### src/rtl/mem_stage_if.sv
// Data-memory bus between mem_stage (master) and the data memory (slave).
// req is held until ack; rdata is valid in the ack cycle.
interface mem_stage_if;
    logic        req;
    logic        we;
    logic [31:0] addr;
    logic [3:0]  sel;
    logic [31:0] wdata;
    logic        ack;
    logic [31:0] rdata;

    modport master (output req, we, addr, sel, wdata, input ack, rdata);
    modport slave  (input req, we, addr, sel, wdata, output ack, rdata);
endinterface

### src/rtl/mem_stage.sv
// MEM pipeline stage: issues loads/stores over a req/ack bus, stalls while busy, registers WB fields.
// Optional alignment trap enabled by defining MEM_ALIGN_CHECK_EN.
module mem_stage (
    input  logic         clk,
    input  logic         rst_n,
    input  logic [4:0]   mem_wd_i,
    input  logic         mem_wreg_i,
    input  logic [31:0]  mem_wdata_i,
    input  logic [7:0]   mem_aluop_i,
    input  logic [31:0]  mem_mem_addr_i,
    input  logic [31:0]  mem_reg2_i,
    input  logic [31:0]  mem_pc_i,
    mem_stage_if.master  dm,
    output logic         stall_req_o,
    output logic [4:0]   wb_wd_o,
    output logic         wb_wreg_o,
    output logic [31:0]  wb_wdata_o,
    output logic [31:0]  wb_pc_o,
    output logic         misalign_exc_o,
    output logic [31:0]  badvaddr_o
);

    localparam logic [7:0] EXE_LB_OP  = 8'b1110_0000;
    localparam logic [7:0] EXE_LH_OP  = 8'b1110_0001;
    localparam logic [7:0] EXE_LW_OP  = 8'b1110_0011;
    localparam logic [7:0] EXE_LBU_OP = 8'b1110_0100;
    localparam logic [7:0] EXE_LHU_OP = 8'b1110_0101;
    localparam logic [7:0] EXE_SB_OP  = 8'b1110_1000;
    localparam logic [7:0] EXE_SH_OP  = 8'b1110_1001;
    localparam logic [7:0] EXE_SW_OP  = 8'b1110_1011;

    typedef enum logic [1:0] {
        ST_IDLE = 2'd0,
        ST_REQ  = 2'd1,
        ST_DONE = 2'd2
    } state_t;

    function automatic logic is_mem_op(input logic [7:0] op);
        case (op)
            EXE_LB_OP, EXE_LH_OP, EXE_LW_OP, EXE_LBU_OP, EXE_LHU_OP,
            EXE_SB_OP, EXE_SH_OP, EXE_SW_OP: is_mem_op = 1'b1;
            default:                          is_mem_op = 1'b0;
        endcase
    endfunction

    function automatic logic is_store(input logic [7:0] op);
        case (op)
            EXE_SB_OP, EXE_SH_OP, EXE_SW_OP: is_store = 1'b1;
            default:                          is_store = 1'b0;
        endcase
    endfunction

    function automatic logic [3:0] lane_sel(input logic [7:0] op, input logic [1:0] lo);
        case (op)
            EXE_LB_OP, EXE_LBU_OP, EXE_SB_OP: lane_sel = 4'b0001 << lo;
            EXE_LH_OP, EXE_LHU_OP, EXE_SH_OP: lane_sel = lo[1] ? 4'b1100 : 4'b0011;
            EXE_LW_OP, EXE_SW_OP:             lane_sel = 4'b1111;
            default:                          lane_sel = 4'b0000;
        endcase
    endfunction

    function automatic logic [31:0] store_data(input logic [7:0] op, input logic [31:0] reg2);
        case (op)
            EXE_SB_OP: store_data = {4{reg2[7:0]}};
            EXE_SH_OP: store_data = {2{reg2[15:0]}};
            default:   store_data = reg2;
        endcase
    endfunction

    function automatic logic [31:0] load_extract(input logic [7:0]  op,
                                                 input logic [1:0]  lo,
                                                 input logic [31:0] rdata);
        logic [31:0] shifted;
        logic [7:0]  byte_v;
        logic [15:0] half_v;
        shifted = rdata >> {lo, 3'b000};
        byte_v  = shifted[7:0];
        half_v  = lo[1] ? rdata[31:16] : rdata[15:0];
        case (op)
            EXE_LB_OP:  load_extract = {{24{byte_v[7]}}, byte_v};
            EXE_LBU_OP: load_extract = {24'h000000, byte_v};
            EXE_LH_OP:  load_extract = {{16{half_v[15]}}, half_v};
            EXE_LHU_OP: load_extract = {16'h0000, half_v};
            default:    load_extract = rdata;
        endcase
    endfunction

`ifdef MEM_ALIGN_CHECK_EN
    function automatic logic misaligned(input logic [7:0] op, input logic [1:0] lo);
        case (op)
            EXE_LH_OP, EXE_LHU_OP, EXE_SH_OP: misaligned = lo[0];
            EXE_LW_OP, EXE_SW_OP:             misaligned = (lo != 2'b00);
            default:                          misaligned = 1'b0;
        endcase
    endfunction
`endif

    state_t      state_q, state_d;
    logic        mem_op_s;
    logic        fault_s;
    logic        issue_s;
    logic        stall_req_s;

    logic        req_q;
    logic        we_q;
    logic [31:0] addr_q;
    logic [3:0]  sel_q;
    logic [31:0] wdata_q;
    logic [7:0]  op_q;
    logic [1:0]  lo_q;
    logic [31:0] load_q;

    logic [4:0]  wb_wd_q;
    logic        wb_wreg_q;
    logic [31:0] wb_wdata_q;
    logic [31:0] wb_pc_q;

    assign mem_op_s = is_mem_op(mem_aluop_i);

`ifdef MEM_ALIGN_CHECK_EN
    assign fault_s = misaligned(mem_aluop_i, mem_mem_addr_i[1:0]);
`else
    assign fault_s = 1'b0;
`endif

    // FSM state register
    always_ff @(posedge clk or negedge rst_n) begin
        if (!rst_n) begin
            state_q <= ST_IDLE;
        end else begin
            state_q <= state_d;
        end
    end

    // FSM next-state logic
    always_comb begin
        state_d = state_q;
        case (state_q)
            ST_IDLE: state_d = issue_s ? ST_REQ : ST_IDLE;
            ST_REQ:  state_d = dm.ack ? ST_DONE : ST_REQ;
            ST_DONE: state_d = ST_IDLE;
            default: state_d = ST_IDLE;
        endcase
    end

    // FSM outputs: stall covers the issuing IDLE cycle and every REQ cycle
    always_comb begin
        stall_req_s = 1'b0;
        issue_s     = 1'b0;
        case (state_q)
            ST_IDLE: begin
                if (mem_op_s && !fault_s) begin
                    stall_req_s = 1'b1;
                    issue_s     = 1'b1;
                end else begin
                    stall_req_s = 1'b0;
                    issue_s     = 1'b0;
                end
            end
            ST_REQ:  stall_req_s = 1'b1;
            ST_DONE: stall_req_s = 1'b0;
            default: stall_req_s = 1'b0;
        endcase
    end

    // Memory bus request registers and load-data capture
    always_ff @(posedge clk or negedge rst_n) begin
        if (!rst_n) begin
            req_q   <= 1'b0;
            we_q    <= 1'b0;
            addr_q  <= 32'h0000_0000;
            sel_q   <= 4'b0000;
            wdata_q <= 32'h0000_0000;
            op_q    <= 8'h00;
            lo_q    <= 2'b00;
            load_q  <= 32'h0000_0000;
        end else if (issue_s) begin
            req_q   <= 1'b1;
            we_q    <= is_store(mem_aluop_i);
            addr_q  <= {mem_mem_addr_i[31:2], 2'b00};
            sel_q   <= lane_sel(mem_aluop_i, mem_mem_addr_i[1:0]);
            wdata_q <= store_data(mem_aluop_i, mem_reg2_i);
            op_q    <= mem_aluop_i;
            lo_q    <= mem_mem_addr_i[1:0];
        end else if ((state_q == ST_REQ) && dm.ack) begin
            req_q <= 1'b0;
            if (!we_q) begin
                load_q <= load_extract(op_q, lo_q, dm.rdata);
            end
        end
    end

    // Write-back registers; a stalled edge always inserts a bubble
    always_ff @(posedge clk or negedge rst_n) begin
        if (!rst_n) begin
            wb_wd_q    <= 5'd0;
            wb_wreg_q  <= 1'b0;
            wb_wdata_q <= 32'h0000_0000;
            wb_pc_q    <= 32'h0000_0000;
        end else if (stall_req_s) begin
            wb_wreg_q <= 1'b0;
        end else if (state_q == ST_DONE) begin
            wb_wd_q    <= mem_wd_i;
            wb_wreg_q  <= mem_wreg_i;
            wb_wdata_q <= load_q;
            wb_pc_q    <= mem_pc_i;
        end else begin
            wb_wd_q    <= mem_wd_i;
            wb_wreg_q  <= mem_wreg_i & ~fault_s;
            wb_wdata_q <= mem_wdata_i;
            wb_pc_q    <= mem_pc_i;
        end
    end

`ifdef MEM_ALIGN_CHECK_EN
    logic        misalign_q;
    logic [31:0] badvaddr_q;

    // Misalignment flag is re-evaluated for each instruction presented in IDLE
    always_ff @(posedge clk or negedge rst_n) begin
        if (!rst_n) begin
            misalign_q <= 1'b0;
            badvaddr_q <= 32'h0000_0000;
        end else if (state_q == ST_IDLE) begin
            if (fault_s) begin
                misalign_q <= 1'b1;
                badvaddr_q <= mem_mem_addr_i;
            end else begin
                misalign_q <= 1'b0;
            end
        end
    end

    assign misalign_exc_o = misalign_q;
    assign badvaddr_o     = badvaddr_q;
`else
    assign misalign_exc_o = 1'b0;
    assign badvaddr_o     = 32'h0000_0000;
`endif

    // Stall must read 0 while reset is asserted even though the inputs may hold a memory op
    assign stall_req_o = stall_req_s & rst_n;
    assign dm.req      = req_q;
    assign dm.we       = we_q;
    assign dm.addr     = addr_q;
    assign dm.sel      = sel_q;
    assign dm.wdata    = wdata_q;
    assign wb_wd_o     = wb_wd_q;
    assign wb_wreg_o   = wb_wreg_q;
    assign wb_wdata_o  = wb_wdata_q;
    assign wb_pc_o     = wb_pc_q;

endmodule

### src/flat_wrapper.sv
// flat-port wrapper written by rule: the top's interface ports become plain ports
module mem_stage_flat 
  (clk, rst_n, mem_wd_i, mem_wreg_i, mem_wdata_i, mem_aluop_i, mem_mem_addr_i, mem_reg2_i, mem_pc_i, stall_req_o, wb_wd_o, wb_wreg_o, wb_wdata_o, wb_pc_o, misalign_exc_o, badvaddr_o, dm_req, dm_we, dm_addr, dm_sel, dm_wdata, dm_ack, dm_rdata);
  mem_stage_if dm_i ();
  input  logic clk;
  input  logic rst_n;
  input  logic [4:0] mem_wd_i;
  input  logic mem_wreg_i;
  input  logic [31:0] mem_wdata_i;
  input  logic [7:0] mem_aluop_i;
  input  logic [31:0] mem_mem_addr_i;
  input  logic [31:0] mem_reg2_i;
  input  logic [31:0] mem_pc_i;
  output logic stall_req_o;
  output logic [4:0] wb_wd_o;
  output logic wb_wreg_o;
  output logic [31:0] wb_wdata_o;
  output logic [31:0] wb_pc_o;
  output logic misalign_exc_o;
  output logic [31:0] badvaddr_o;
  output wire logic [$bits(dm_i.req)-1:0] dm_req;
  output wire logic [$bits(dm_i.we)-1:0] dm_we;
  output wire logic [$bits(dm_i.addr)-1:0] dm_addr;
  output wire logic [$bits(dm_i.sel)-1:0] dm_sel;
  output wire logic [$bits(dm_i.wdata)-1:0] dm_wdata;
  input wire logic [$bits(dm_i.ack)-1:0] dm_ack;
  input wire logic [$bits(dm_i.rdata)-1:0] dm_rdata;
  assign dm_req = dm_i.req;
  assign dm_we = dm_i.we;
  assign dm_addr = dm_i.addr;
  assign dm_sel = dm_i.sel;
  assign dm_wdata = dm_i.wdata;
  assign dm_i.ack = dm_ack;
  assign dm_i.rdata = dm_rdata;
  mem_stage u_core (.clk(clk), .rst_n(rst_n), .mem_wd_i(mem_wd_i), .mem_wreg_i(mem_wreg_i), .mem_wdata_i(mem_wdata_i), .mem_aluop_i(mem_aluop_i), .mem_mem_addr_i(mem_mem_addr_i), .mem_reg2_i(mem_reg2_i), .mem_pc_i(mem_pc_i), .dm(dm_i), .stall_req_o(stall_req_o), .wb_wd_o(wb_wd_o), .wb_wreg_o(wb_wreg_o), .wb_wdata_o(wb_wdata_o), .wb_pc_o(wb_pc_o), .misalign_exc_o(misalign_exc_o), .badvaddr_o(badvaddr_o));
endmodule
### config.mk
export PLATFORM = sky130hd
export DESIGN_NAME = mem_stage_flat
export DESIGN_NICKNAME = d
export VERILOG_FILES = /design/src/rtl/mem_stage_if.sv /design/src/rtl/mem_stage.sv /design/src/flat_wrapper.sv
export SDC_FILE = /design/constraint.sdc
export NUM_CORES = 1
export LEC_CHECK = 0
export ABC_AREA = 1
export BUFFER_PORTS_ARGS = -buffer_cell sky130_fd_sc_hd__buf_2
export CORE_MARGIN = 4
export CORE_UTILIZATION = 35
export CTS_BUF_LIST = sky130_fd_sc_hd__clkbuf_4
export CTS_CLUSTER_DIAMETER = 200
export DETAILED_ROUTE_END_ITERATION = 12
export RECOVER_POWER = 25
export SLEW_MARGIN = 15
export SYNTH_ARGS = -nofsm -noshare
export SYNTH_HDL_FRONTEND = slang
export SYNTH_SLANG_ARGS = --single-unit
### constraint.sdc
create_clock -name clk -period 1.6 [get_ports clk]
set_input_delay 0.08 -clock clk [delete_from_list [all_inputs] [get_ports clk]]
set_output_delay 0.08 -clock clk [all_outputs]
set_load 0.01 [all_outputs]
==> parameters.txt, run 1 <==
Parameter                              Value

Synth
  Leading cell type by number of instances after synthesis ... nand2_1
  Number of enable flip-flop cells after synthesis ... 0
  Area contributors post-synth ... dfrtp_1, nand2_1, nand3_1
  Number of flip-flops and latches in the synthesized netlist ... 182
  Netlist cell types ... 25
  Avg Synthesized Cell Area ... approximately 7.5 um2
  FFs w/ async S/R, synth ... 1.000
  Share of the yosys chip area belonging to registers ... 0.5048
  Synth top cells by count ... nand2_1, nand3_1, dfrtp_1
  Leading area contributor after synthesis ... dfrtp_1
  Number of standard cells after synthesis ... roughly 1,200
  Netlist area before placement ... about 9000 um2
  Proportion of netlist area held by the largest area contributor ... 0.5048
  Primary FF master, synth ... dfrtp_1
  Ys Warns ... 0

Floorplan
  Floorplan die width ... roughly 170 um
  Effective utilization at floorplan ... 0.3573
  Placeable core region ... ~25,000 um2
  Row Count ... 58
  Die height ... approximately 170 um
  Floorplan die area ... 28,410 um2
  I/O pin count ... roughly 350

Detailed routing
  Ratio of routed vias to standard cells ... around 4.8
  Antenna-violating nets left ... 0
  First-pass DRT Iterations ... 5
  Initial DRC Count ... around 700
  Total number of vias ... approximately 9,900
  Avg WL per Cell ... 16.22 um
  Remaining design rule violation count ... 0
  Final wirelength ... 33,250 um

Pwr
  Total leakage power ... around 7.5 nW
  Areal power density over the cells ... between 900 and 1000 nW/um2
  Worst vdd ir ... approximately 0.00054 V
  Total power after layout ... ~0.013 W

STA
  Worst hold slack ... ~0.037 ns
  Post-route clock period utilization ... 1.028
  Min cycle time layout ... 1.645 ns
  Setup_tns ... -0.1202 ns
  Max-slew violations ... 0
  Final worst clock skew ... between 0.02 and 0.03 ns
  Worst max-slew margin expressed relative to the limit ... 0.1738
  RSZ-0062 raised after global routing ... true
  Final hold violation count ... 0
  Setup Viol. Count Final ... 4
  Worst setup margin ... -0.04456 ns
  Timing-limited maximum frequency ... ~0.61 GHz
  Worst-Margin Slew ... 1.239 ns

Global route
  Initial antenna violation count ... 0
  Largest net degree at the start of global routing ... a little under 90
  Number of global-route vias before repair ... about 9,700
  Wire length of the first global-routing pass ... between 50,000 and 60,000 um
  Total routing resource utilization after global routing ... 0.2222
  Overflow left after global routing ... 0

Placement
  Count of input and output buffers ... roughly 320
  Detailed placement HPWL ... approximately 22,000 um
  DP Area ... ~11,000 um2
  Final Wtd Congestion ... ~0.87

Setup path
  Worst Path Buf+Inv ... 5
  Delay of the slowest critical-path stage ... roughly 0.48 ns
  Top Family by Delay on Critical Path ... buffers and inverters
  Cell with the biggest individual delay on the critical path ... dfrtp_2
  Kind of start point of the critical path ... register
  Reg2Reg Depth ... 9
  Endpoint type of the worst setup path ... register
  Required time of the critical path ... 2.10 ns
  CP cell instances ... inv_4 -> buf_4 -> buf_6 -> nand4_1 -> buf_6 -> clkbuf_16 -> a21oi_2 -> nand2_1 -> nand2_1
  Reg2reg setup slack ... -0.04 ns
  Total number of cells along the worst setup path ... 9
  Crit path max fanout ... 5
  Data arrival, critical path ... 2.15 ns
  Critical setup path kind ... register to register

Layout
  # nets final ... 1,884
  Summed area of non-filler cells in the final layout ... between 10,000 and 15,000 um2
  ANT cells ... 0
  Proportion of layout cells with a drive suffix above 1 ... 0.2605
  Synthesis-to-layout area growth ... 49.59%

Outcome
  Failing checks ... negative setup slack
  Outcome ... finished with violations

Clocking
  Max clock buf depth ... 2
  Number of buffers created by CTS ... 17
  TritonCTS clock tree ... yes
  Clock root buffer ... clkbuf_4
  Number of H-tree branching levels ... 4
  Reg clk slew, reported paths ... 0.18 ns
  TritonCTS sink count ... 182
  Insertion delay of the later-clocked pin in the worst-skew pair ... 0.56 ns

Min path
  Worst hold path stage count ... 6
  Tightest Hold Check Type ... primary input to register

Job
  Number of max-capacitance violations reported ... 0
-- cells in the final DEF (no fill, tap or decap), types with 7 or more instances in the layout --
cell and count:
buf_12 12, buf_2 314, buf_4 37, buf_6 8
clkbuf_4 18, conb_1 35, dfrtp_1 179, dlygate4sd3_1 182
inv_1 32, nand2_1 536, nand2_2 7, nand3_1 242
nand4_1 16, nor2_1 16, o21ai_0 25
-- layout make-up --
type                            instances  area, um2
Clock inverter                         15      182.7
Clock buffer                           17      127.6
Fill cell                            2443      11760
Sequential cell                       182       4558
Inverter                               41      165.2
Multi-Input combinational cell        903       3904
Timing Repair Buffer                  562       4146
Tap cell                              330      412.9
-- power by group --
part | internal [W] | switching (W) | total [W]
registers | 0.00565 | 0.000657 | 0.00631
clock network | 0.000875 | 0.00186 | 0.00274
logic | 0.00191 | 0.00247 | 0.00438
total | 0.00843 | 0.00500 | 0.0134
-- flip-flops by register name (all words and copies together) (netlist names) --
register           cells
u_core.wb_pc_o        32
u_core.wb_wdata_o     32
u_core.load_q         32
u_core.lo_q            2
u_core.op_q            8
u_core.dm.we           1
u_core.wb_wreg_o       1
u_core.state_q         2
u_core.dm.addr        30
u_core.dm.sel          4
u_core.wb_wd_o         5
u_core.dm.req          1
u_core.dm.wdata       32
-- final timing paths --
path / from / endpoint
hold reg to reg: u_core.op_q[7]$_DFFE_PN0P_ / u_core.op_q[7]$_DFFE_PN0P_
min in group asynchronous: rst_n / u_core.dm.addr[10]$_DFFE_PN0P_
hold / removal: mem_aluop_i[2] / u_core.dm.we$_DFFE_PN0P_
setup reg to reg: u_core.state_q[1]$_DFF_PN0_ / u_core.load_q[13]$_DFFE_PN0P_
setup / recovery: u_core.state_q[1]$_DFF_PN0_ / u_core.load_q[13]$_DFFE_PN0P_
max in group asynchronous: rst_n / u_core.state_q[0]$_DFF_PN0_
-- tightest hold or removal path, stage by stage --
cell      delay [ns]
buf_2           0.09
inv_1           0.06
nand2_2         0.11
inv_2           0.07
o211ai_1        0.09
o21ai_0         0.08
-- cell families after synthesis --
kind of cell / Yosys count / share of synthesized area
compound gates: 39 / 0.02274
other cells: 1 / 0.0004156
buf+inv: 150 / 0.08432
simple gates: 829 / 0.3877
flops: 182 / 0.5048
-- repair_timing --
item | 4_1_cts | 5_1_grt
resized for setup | 11 | 37
hold buffers | 183 | 0
endpoints found under the setup margin | 1 | 94
setup buffers | 7 | 9
hold endpoints to repair | 360 | 0
pin swaps | 2 | 8
gates cloned | 0 | 6
-- per-stage QoR --
step / utilization / instances / setup slack [ns]
after floorplan: - / 1235 / 0.1955
after global placement: 0.4368 / 1816 / 0.1095
after detailed placement: 0.4368 / 1816 / 0.07225
after CTS: 0.5251 / 2038 / -0.1631
after global routing: 0.5344 / 2050 / -0.1681
final: 0.5344 / 2050 / -0.04456
-- per-layer routing --
metal  track usage  vias to the layer above  share of wire
met2        0.3639                      387           0.48
met5             0                        -              0
met4       0.09245                        0          0.037
li1              -                     4804              -
met1        0.2891                     4611           0.42
met3       0.04437                       77          0.065
(Power assumes the default switching activity.)
==> run 2: changes to the inputs <==
Settings changed: CORE_UTILIZATION 35 to 51, PLACE_DENSITY set to 0.83.
==> run 2 against run 1 <==
  * The run still ends with negative setup slack left
  * Fmax shrank 2.7%
  * Via count up 8.7%
  * First-iteration DRC count rose by 50%
  * Final area is 1.6% lower
  * Combinational power is 3% higher
  * Total power is 0.46% higher
  * Largest cell class unchanged
  * Largest power group unchanged
==> parameters.txt, run 2 (synthesis gave the netlist of run 1 again) <==
Parameter                              Value

Detailed routing
  Remaining design rule violation count ... 0 (unchanged)
  Final wirelength ... 35,880 um (was 33,250 um)
  Total number of vias ... 10,740 (was 9,879)
  Initial DRC Count ... 1,070 (was 714)
  First-pass DRT Iterations ... 7 (was 5)
  Ratio of routed vias to standard cells ... 5.531 (was 4.819)
  Avg WL per Cell ... 18.49 um (was 16.22 um)
  Antenna-violating nets left ... 0 (unchanged)

Global route
  Wire length of the first global-routing pass ... 55,490 um (was 51,260 um)
  Initial antenna violation count ... 0 (unchanged)
  Total routing resource utilization after global routing ... 0.3462 (was 0.2222)
  Largest net degree at the start of global routing ... 78 (was 87)
  Number of global-route vias before repair ... 10,750 (was 9,681)
  Overflow left after global routing ... 0 (unchanged)

Job
  Number of max-capacitance violations reported ... 0 (unchanged)

STA
  Post-route clock period utilization ... 1.056 (was 1.028)
  Final worst clock skew ... 0.04508 ns (was 0.02684 ns)
  Worst setup margin ... -0.08967 ns (was -0.04456 ns)
  Setup Viol. Count Final ... 1 (was 4)
  Min cycle time layout ... 1.690 ns (was 1.645 ns)
  Final hold violation count ... 0 (unchanged)
  RSZ-0062 raised after global routing ... true (unchanged)
  Timing-limited maximum frequency ... 0.5918 GHz (was 0.6081 GHz)
  Worst-Margin Slew ... 1.080 ns (was 1.239 ns)
  Worst max-slew margin expressed relative to the limit ... 0.2800 (was 0.1738)
  Max-slew violations ... 0 (unchanged)

Outcome
  Failing checks ... negative setup slack (unchanged)
  Outcome ... finished with violations (unchanged)

Pwr
  Areal power density over the cells ... 1016 nW/um2 (was 994.9 nW/um2)
  Total leakage power ... 7.481 nW (was 7.509 nW)
  Worst vdd ir ... 0.0007376 V (was 0.0005408 V)

Min path
  Tightest Hold Check Type ... primary input to register (unchanged)

Setup path
  Kind of start point of the critical path ... register (unchanged)
  Crit path max fanout ... 3 (was 5)
  Data arrival, critical path ... 1.61 ns (was 2.15 ns)
  Required time of the critical path ... 1.52 ns (was 2.10 ns)
  Endpoint type of the worst setup path ... output port (was register)
  Critical setup path kind ... register to output port (was register to register)

Clocking
  Insertion delay of the later-clocked pin in the worst-skew pair ... 0.61 ns (was 0.56 ns)
  TritonCTS clock tree ... yes (unchanged)
  Max clock buf depth ... 2 (unchanged)
  Number of H-tree branching levels ... 4 (unchanged)
  Clock root buffer ... clkbuf_4 (unchanged)
  Number of buffers created by CTS ... 17 (unchanged)
  TritonCTS sink count ... 182 (unchanged)
  Reg clk slew, reported paths ... 0.16 ns (was 0.18 ns)

Layout
  Synthesis-to-layout area growth ... 47.22% (was 49.59%)
  Commonest cells after routing, fill and taps aside ... nand2_1, buf_2, nand3_1 (unchanged)
  Fin cells ... 1,941 (was 2,050)
  Filler instances ... 1,116 (was 2,443)
  # nets final ... 1,880 (was 1,884)
  Proportion of layout cells with a drive suffix above 1 ... 0.2512 (was 0.2605)
  Summed area of non-filler cells in the final layout ... 13,280 um2 (was 13,500 um2)
  ANT cells ... 0 (unchanged)
  Most frequent standard cell in the layout excluding fill and tap cells ... nand2_1 (unchanged)

Placement
  Detailed placement HPWL ... 20,410 um (was 21,960 um)
  Worst slack after detailed placement ... 0.1387 ns (was 0.07225 ns)
  Count of input and output buffers ... 315 (unchanged)
  DP Area ... 10,890 um2 (was 11,030 um2)
  Placed insts ... 1,708 (was 1,816)
  Final Wtd Congestion ... 0.9335 (was 0.8746)

Floorplan
  Die height ... 141.0 um (was 168.6 um)
  I/O pin count ... 351 (unchanged)
  Floorplan die width ... 141.0 um (was 168.6 um)
  Row Count ... 48 (was 58)
  Placeable core region ... 17,300 um2 (was 25,250 um2)
  Floorplan die area ... 19,880 um2 (was 28,410 um2)
  Effective utilization at floorplan ... 0.5216 (was 0.3573)
[run 2: changes by cell type in the layout (fill, tap and decap cells not counted), moves of 4 or more]
| cell | delta |
|---|---|
| a21oi_1 | +5 |
| a21oi_2 | -5 |
| buf_6 | -4 |
| nand2_1 | +4 |
| nand2_2 | -4 |
[run 2: layer usage]
| layer | up-vias | track usage | part of all wire |
|---|---|---|---|
| met5 | - | 0 | 0 |
| met4 | 0 | 0.1984 | 0.062 |
| met3 | 200 | 0.07734 | 0.099 |
| met2 | 815 | 0.5748 | 0.48 |
| met1 | 4932 | 0.4161 | 0.36 |
| li1 | 4788 | - | - |
[run 2: area by class of cell]
type	count	area (um2)	share of cell area
Inverter	41	161.4	0.01215
Sequential cell	182	4556	0.3430
Clock buffer	17	127.6	0.009608
Multi-Input combinational cell	903	3897	0.2934
Clock inverter	15	156.4	0.01177
Tap cell	225	281.5	0.02119
Timing Repair Buffer	558	4103	0.3089
[run 2: worst max-delay path: stages (launching register included)]
cell	delay (ns)
dfrtp_1	0.46
nor2_4	0.14
nand2_4	0.06
buf_12	0.13
a21boi_2	0.11
buf_2	0.14
[run 2: path summary, 6_finish.rpt]
kind,startpoint,endpoint,slack [ns],depth (start not counted)
setup / recovery,u_core.state_q[0]$_DFF_PN0_,stall_req_o,-0.09,5
hold / removal,mem_aluop_i[3],u_core.dm.we$_DFFE_PN0P_,0.07,5
setup reg to reg,u_core.state_q[0]$_DFF_PN0_,u_core.wb_wd_o[4]$_DFFE_PN0N_,0,8
hold reg to reg,u_core.dm.addr[7]$_DFFE_PN0P_,u_core.dm.addr[7]$_DFFE_PN0P_,0.50,2
max in group asynchronous,rst_n,u_core.dm.addr[6]$_DFFE_PN0P_,0.47,3
min in group asynchronous,rst_n,u_core.load_q[20]$_DFFE_PN0P_,0.16,3
[run 2: where the power goes]
group	total, W	leakage [nW]	internal [W]	switching, W
sequential	0.00637	2.24	0.00565	0.000721
combinational	0.00453	5.08	0.00191	0.00262
clock	0.00259	0.153	0.000714	0.00188
total	0.0135	7.48	0.00827	0.00522
[run 2: timing repair]
action | CTS | global route
pin swaps | 3 | 3
hold buffers | 184 | 1
cloned | 1 | 3
hold endpoints to repair | 360 | 1
gates resized for setup | 11 | 21
setup endpoints to repair | 1 | 76
setup buffers | 7 | 6
[run 2: per-stage QoR]
stage	util	hold slack [ns]	total power, W	setup TNS (ns)
2_1_floorplan	-	-0.2156	0.008525	0
3_3_place_gp	0.6296	0.2026	0.01011	0
3_5_place_dp	0.6296	0.2022	0.01022	0
4_1_cts	0.7593	0.003150	0.01315	-0.1457
5_1_grt	0.7679	0.04278	0.01427	-1.026
6_report	0.7679	0.07095	0.01349	-0.08967
